`src/rtl/seq_mult4_pkg.sv`:
```
`default_nettype none
// ============================================================================
// Module      : seq_mult4_pkg
// Description : Shared state type and sizing constants for seq_mult4.
// Revision    : 1.0 - initial release
// ============================================================================
package seq_mult4_pkg;

    localparam int OPW   = 4;
    localparam int PRODW = 8;
    localparam int ITERS = 4;

    typedef enum logic [1:0] {
        ST_IDLE = 2'd0,
        ST_BUSY = 2'd1,
        ST_DONE = 2'd2
    } state_t;

endpackage
`default_nettype wire

```
`src/rtl/fourbit.sv`:
```
`default_nettype none
// ============================================================================
// Module      : fourbit
// Description : 4-bit ripple-carry adder.
// Revision    : 1.0 - initial release
// ============================================================================
module fourbit (
    input  logic [3:0] i_a,
    input  logic [3:0] i_b,
    input  logic       i_carry_in,
    output logic [3:0] o_sum,
    output logic       o_carry_out
);

    logic [4:0] w_c;

    assign w_c[0] = i_carry_in;

    for (genvar i = 0; i < 4; i++) begin : g_bit
        assign o_sum[i]   = i_a[i] ^ i_b[i] ^ w_c[i];
        assign w_c[i + 1] = (i_a[i] & i_b[i]) | (w_c[i] & (i_a[i] ^ i_b[i]));
    end

    assign o_carry_out = w_c[4];

endmodule
`default_nettype wire

```
`src/rtl/seq_mult4.sv`:
```
`default_nettype none
// ============================================================================
// Module      : seq_mult4
// Description : 4x4 unsigned shift-add sequential multiplier, 4 iterations.
//               Optional macro SEQ_MULT4_ZERO_SKIP_EN: zero operands finish
//               in one cycle without entering BUSY.
// Revision    : 1.0 - initial release
// ============================================================================
module seq_mult4
    import seq_mult4_pkg::*;
(
    input  logic             clk,
    input  logic             rst,
    input  logic             start,
    input  logic [OPW-1:0]   inA,
    input  logic [OPW-1:0]   inB,
    output logic [PRODW-1:0] product,
    output logic             busy,
    output logic             done
);

    state_t           r_state;
    state_t           w_next;
    logic [OPW-1:0]   r_mcand;
    logic [OPW-1:0]   r_mplier;
    logic [PRODW-1:0] r_acc;
    logic [1:0]       r_cnt;

    logic             w_accept;
    logic             w_skip;
    logic             w_last;
    logic [OPW-1:0]   w_addend;
    logic [OPW-1:0]   w_sum;
    logic             w_cout;

    assign w_accept = start && ((r_state == ST_IDLE) || (r_state == ST_DONE));
    assign w_last   = (r_cnt == 2'(ITERS - 1));
    assign w_addend = r_mplier[0] ? r_mcand : '0;

`ifdef SEQ_MULT4_ZERO_SKIP_EN
    assign w_skip = (inA == '0) || (inB == '0);
`else
    assign w_skip = 1'b0;
`endif

    fourbit u_add (
        .i_a         (r_acc[PRODW-1:OPW]),
        .i_b         (w_addend),
        .i_carry_in  (1'b0),
        .o_sum       (w_sum),
        .o_carry_out (w_cout)
    );

    always_ff @(posedge clk) begin
        if (rst) begin
            r_state <= ST_IDLE;
        end else begin
            r_state <= w_next;
        end
    end

    always_comb begin
        w_next = r_state;
        busy   = 1'b0;
        done   = 1'b0;
        case (r_state)
            ST_IDLE: begin
                if (start) begin
                    w_next = w_skip ? ST_DONE : ST_BUSY;
                end
            end
            ST_BUSY: begin
                busy = 1'b1;
                if (w_last) begin
                    w_next = ST_DONE;
                end
            end
            ST_DONE: begin
                done = 1'b1;
                if (start) begin
                    w_next = w_skip ? ST_DONE : ST_BUSY;
                end else begin
                    w_next = ST_IDLE;
                end
            end
            default: w_next = ST_IDLE;
        endcase
    end

    // Accumulator shifts right each iteration; the counter wraps 3->0 into DONE.
    always_ff @(posedge clk) begin
        if (rst) begin
            r_mcand  <= '0;
            r_mplier <= '0;
            r_acc    <= '0;
            r_cnt    <= '0;
        end else if (w_accept) begin
            r_mcand  <= inA;
            r_mplier <= inB;
            r_acc    <= '0;
            r_cnt    <= '0;
        end else if (r_state == ST_BUSY) begin
            r_acc    <= {w_cout, w_sum, r_acc[OPW-1:1]};
            r_mplier <= r_mplier >> 1;
            r_cnt    <= r_cnt + 2'd1;
        end
    end

    assign product = r_acc;

endmodule
`default_nettype wire

```
`config.mk`:
```
export PLATFORM = sky130hd
export DESIGN_NAME = seq_mult4
export DESIGN_NICKNAME = d
export VERILOG_FILES = /design/src/rtl/seq_mult4_pkg.sv /design/src/rtl/fourbit.sv /design/src/rtl/seq_mult4.sv
export SDC_FILE = /design/constraint.sdc
export NUM_CORES = 1
export LEC_CHECK = 0
export ABC_CLOCK_PERIOD_IN_PS = 4150
export CORE_MARGIN = 2
export CORE_UTILIZATION = 40
export DETAILED_ROUTE_END_ITERATION = 10
export PLACE_DENSITY = 0.65
export SETUP_SLACK_MARGIN = 0.3
export SLEW_MARGIN = 10
export SYNTH_ARGS = -nofsm -noshare
export SYNTH_HDL_FRONTEND = slang
export SYNTH_HIERARCHICAL = 1
export SYNTH_SLANG_ARGS = --single-unit
```
`constraint.sdc`:
```
create_clock -name clk -period 4.15 [get_ports clk]
set_input_delay 0.83 -clock clk [delete_from_list [all_inputs] [get_ports clk]]
set_output_delay 0.83 -clock clk [all_outputs]
set_load 0.02 [all_outputs]
```
==> flow_metrics.tcl <==
set metrics [dict create \
    status "complete, no violations" \
    combPwrFrac_pct 13.9 \
    path_cells "nand2b_4 -> clkinv_1 -> clkdlybuf4s50_1" \
    dr.first_iter.drc_count 14 \
    wl_per_cell_um 10.5 \
    ys_warn_count 6 \
    dpl_worst_slack_ps 1720 \
    critPathArrivalTime_ps 1940 \
    max_freq_ghz 0.361 \
    relSlewSlack_pct 65.5 \
    track_usage_pct 14.6 \
    netlist_area_um2 977 \
    ant_nets 0 \
    fp.coreArea_um2 2250 \
    fin_nets 143 \
    worst-path-max-fanout 15 \
    fin_crit_ps 2770 \
    register_area_um2 400 \
    areaGrowthSynthToFinish_pct 22.3 \
    final.setup_skew_ps 2.04 \
    drtPass1Iterations 4 \
    syn-num-nets 124 \
    grt_pass1_vias 706 \
    cts_tree "done" \
    cpPeakStageDelay_ps 680 \
    place_congestion 0.699 \
    critical_path_class "flip-flop to output port" \
    synth_seq_cells 20 \
    io_buffers 20 \
    hold_buffers 0 \
    vias 735 \
    diodes 0 \
    drv_slew 0 \
    yosysMostFrequentCell "nand2_1" \
    rsz0062_at_grt "false" \
    max-vdd-ir-drop_v 0.000219 \
    synthFlopType "dfxtp_1" \
    highest_layer "met4" \
    antenna_found_initial 0 \
    cts-buffers-inserted 3 \
    m1WireLength_um 708 \
    setup_viol 0 \
    critPathRequiredTime_ps 3320 \
    p_clk_share_pct 30.7 \
    synthArstFlopShare_pct 0 \
    yosys-top-cells-count "28 x nand2_1, 20 x dfxtp_1, 10 x inv_1" \
    clock_latency_ps 290 \
    synth_top_cell_by_area "dfxtp_1" \
    h-tree-depth 1 \
    cts_resized 0 \
    cts_buffer_depth 2 \
    layout-drive-gt1-share_pct 15.9 \
    worst_pin_slew_ps 517 \
    power.share.sequential_pct 55.3 \
    syn_area_per_cell_um2 9.05 \
    multi_input_area_um2 482 \
    wl_met2_um 798 \
    fin_crit_sh_pct 66.8 \
    clock-sinks 20 \
    finalSetupTns_ps 0 \
    powerDensity_nw_per_um2 311 \
    fp.dieArea_um2 2850 \
    crit_path_end_kind "output port" \
    finalHoldViolCount 0 \
    num-fill-cells 241 \
    num_rows 17 \
    routed_wl_mm 1.61 \
    min_path_type "flip-flop to flip-flop" \
    fp.dieH_um 53.4 \
    p_int_mw 0.277 \
    seq_area_frac_synth_pct 41.0 \
    fin_ws_ps 1380 \
    synth_cell_types 27 \
    yosysTopAreaCellShare_pct 41.0 \
    wl_met3_um 93 \
    io_pins 21 \
    p_sw_mw 0.0942 \
    drv_cap 0 \
    worst_r2r_path_depth 11 \
    synthTopCellsByArea "dfxtp_1 41%, nand2_1 11%, fa_1 8.2%" \
    cp-start-kind "flip-flop" \
    cts_setup_buffers 0 \
    via_per_inst 4.77 \
    cts.clk_slew.worst_paths_ps 120 \
    synth_cells 108 \
    dpl.hpwl_mm 1.22 \
    switching_share_pct 25.4 \
    drcViolationCount 0 \
    die_w_um 53.4 \
    synth_edf_count 0 \
    critPathSlowestCell "clkdlybuf4s50_1" \
    start_util_pct 43.3 \
    cts-root-buf "clkbuf_4" \
    cellLeakagePower_nw 0.436 \
    holdPathStages 2 \
    grt_first_pass_wirelength_mm 3.00 \
    grt_max_degree 16 \
    grt_overflow 0 \
]
## metal layers
metal,vias to the layer above,global-route usage (%)
li1,374,-
met1,339,17.2
met2,20,25.1
met3,2,3.95
met4,0,5.56
met5,-,0
## path summary, 6_finish.rpt
path	from	to	slack (ps)
worst max-delay path	r_state[1]	busy	1380
worst min-delay path	r_mcand[0]	r_mcand[0]	460
worst max register to register	r_mplier[0]	product[6]	1840
worst min register to register	r_mcand[0]	r_mcand[0]	460
## through the flow
step / hold WS, ps / std cells / power (mW) / area, µm² / utilization, %
2_1_floorplan: 432 / 108 / 0.250 / 977 / -
3_3_place_gp: 442 / 150 / 0.261 / 1160 / 51.4
3_5_place_dp: 442 / 150 / 0.262 / 1160 / 51.4
4_1_cts: 459 / 154 / 0.375 / 1190 / 53.0
5_1_grt: 481 / 154 / 0.389 / 1190 / 53.0
6_report: 457 / 154 / 0.371 / 1190 / 53.0
## state kept, by name, indices dropped and copies added, names as in the netlist
register	flops
r_mcand	4
r_mplier	4
r_cnt	2
product	8
r_state	2
## kinds of logic (layout without fill, tap and decap cells)
family,count (synthesis),after routing,synth area share [%]
AOI/OAI and AO/OA,17,17,13.7
xor gates and xnor gates,1,1,0.896
adders and majority gates,5,5,9.48
buffers and inverters,17,35,9.73
DFF,20,20,41.0
muxes,1,1,1.02
other,1,1,0.384
and+or+nand+nor,46,46,23.8
## cell usage in the layout, fill, tap and decap left out
| master | count |
|---|---|
| nor2_2 | 2 |
| nor2_1 | 1 |
| xnor2_1 | 1 |
| nor3_2 | 1 |
| nand2b_4 | 2 |
| clkbuf_8 | 1 |
| dfxtp_1 | 20 |
| mux2i_1 | 1 |
| o21a_1 | 1 |
| and2_1 | 4 |
| nand2_1 | 28 |
| clkinv_1 | 1 |
| a21oi_1 | 4 |
| fa_1 | 4 |
| nand2b_1 | 1 |
| and2b_2 | 1 |
| o22ai_1 | 2 |
| nor3b_1 | 1 |
| clkdlybuf4s50_1 | 20 |
| clkbuf_4 | 3 |
| a21oi_2 | 9 |
| nor3_1 | 4 |
| nor2b_1 | 1 |
| inv_1 | 10 |
| ha_1 | 1 |
| conb_1 | 1 |
| a311oi_2 | 1 |
## power by group through the flow
stage / Clock, mW / Sequential, mW / Combinational, mW
after floorplan: 0 / 0.210 / 0.0403
after global routing: 0.124 / 0.207 / 0.0582
after detailed placement: 0 / 0.210 / 0.0522
after global placement: 0 / 0.210 / 0.0517
final: 0.114 / 0.205 / 0.0518
after CTS: 0.117 / 0.206 / 0.0524
## layout make-up
type | instances | area share (%)
clock buffers | 4 | 3.04
inverters | 11 | 3.46
multi-input cells | 71 | 40.3
flip-flops and latches | 20 | 33.5
well taps | 28 | 2.93
repair buffers | 20 | 16.8
## critical path: cells and delay by family (launching register included)
kind                   cells  cell delay, ps
buffers and inverters      2            1090
DFF                        1             340
and+or+nand+nor            1             210
Power figures use the tool's default switching activity.
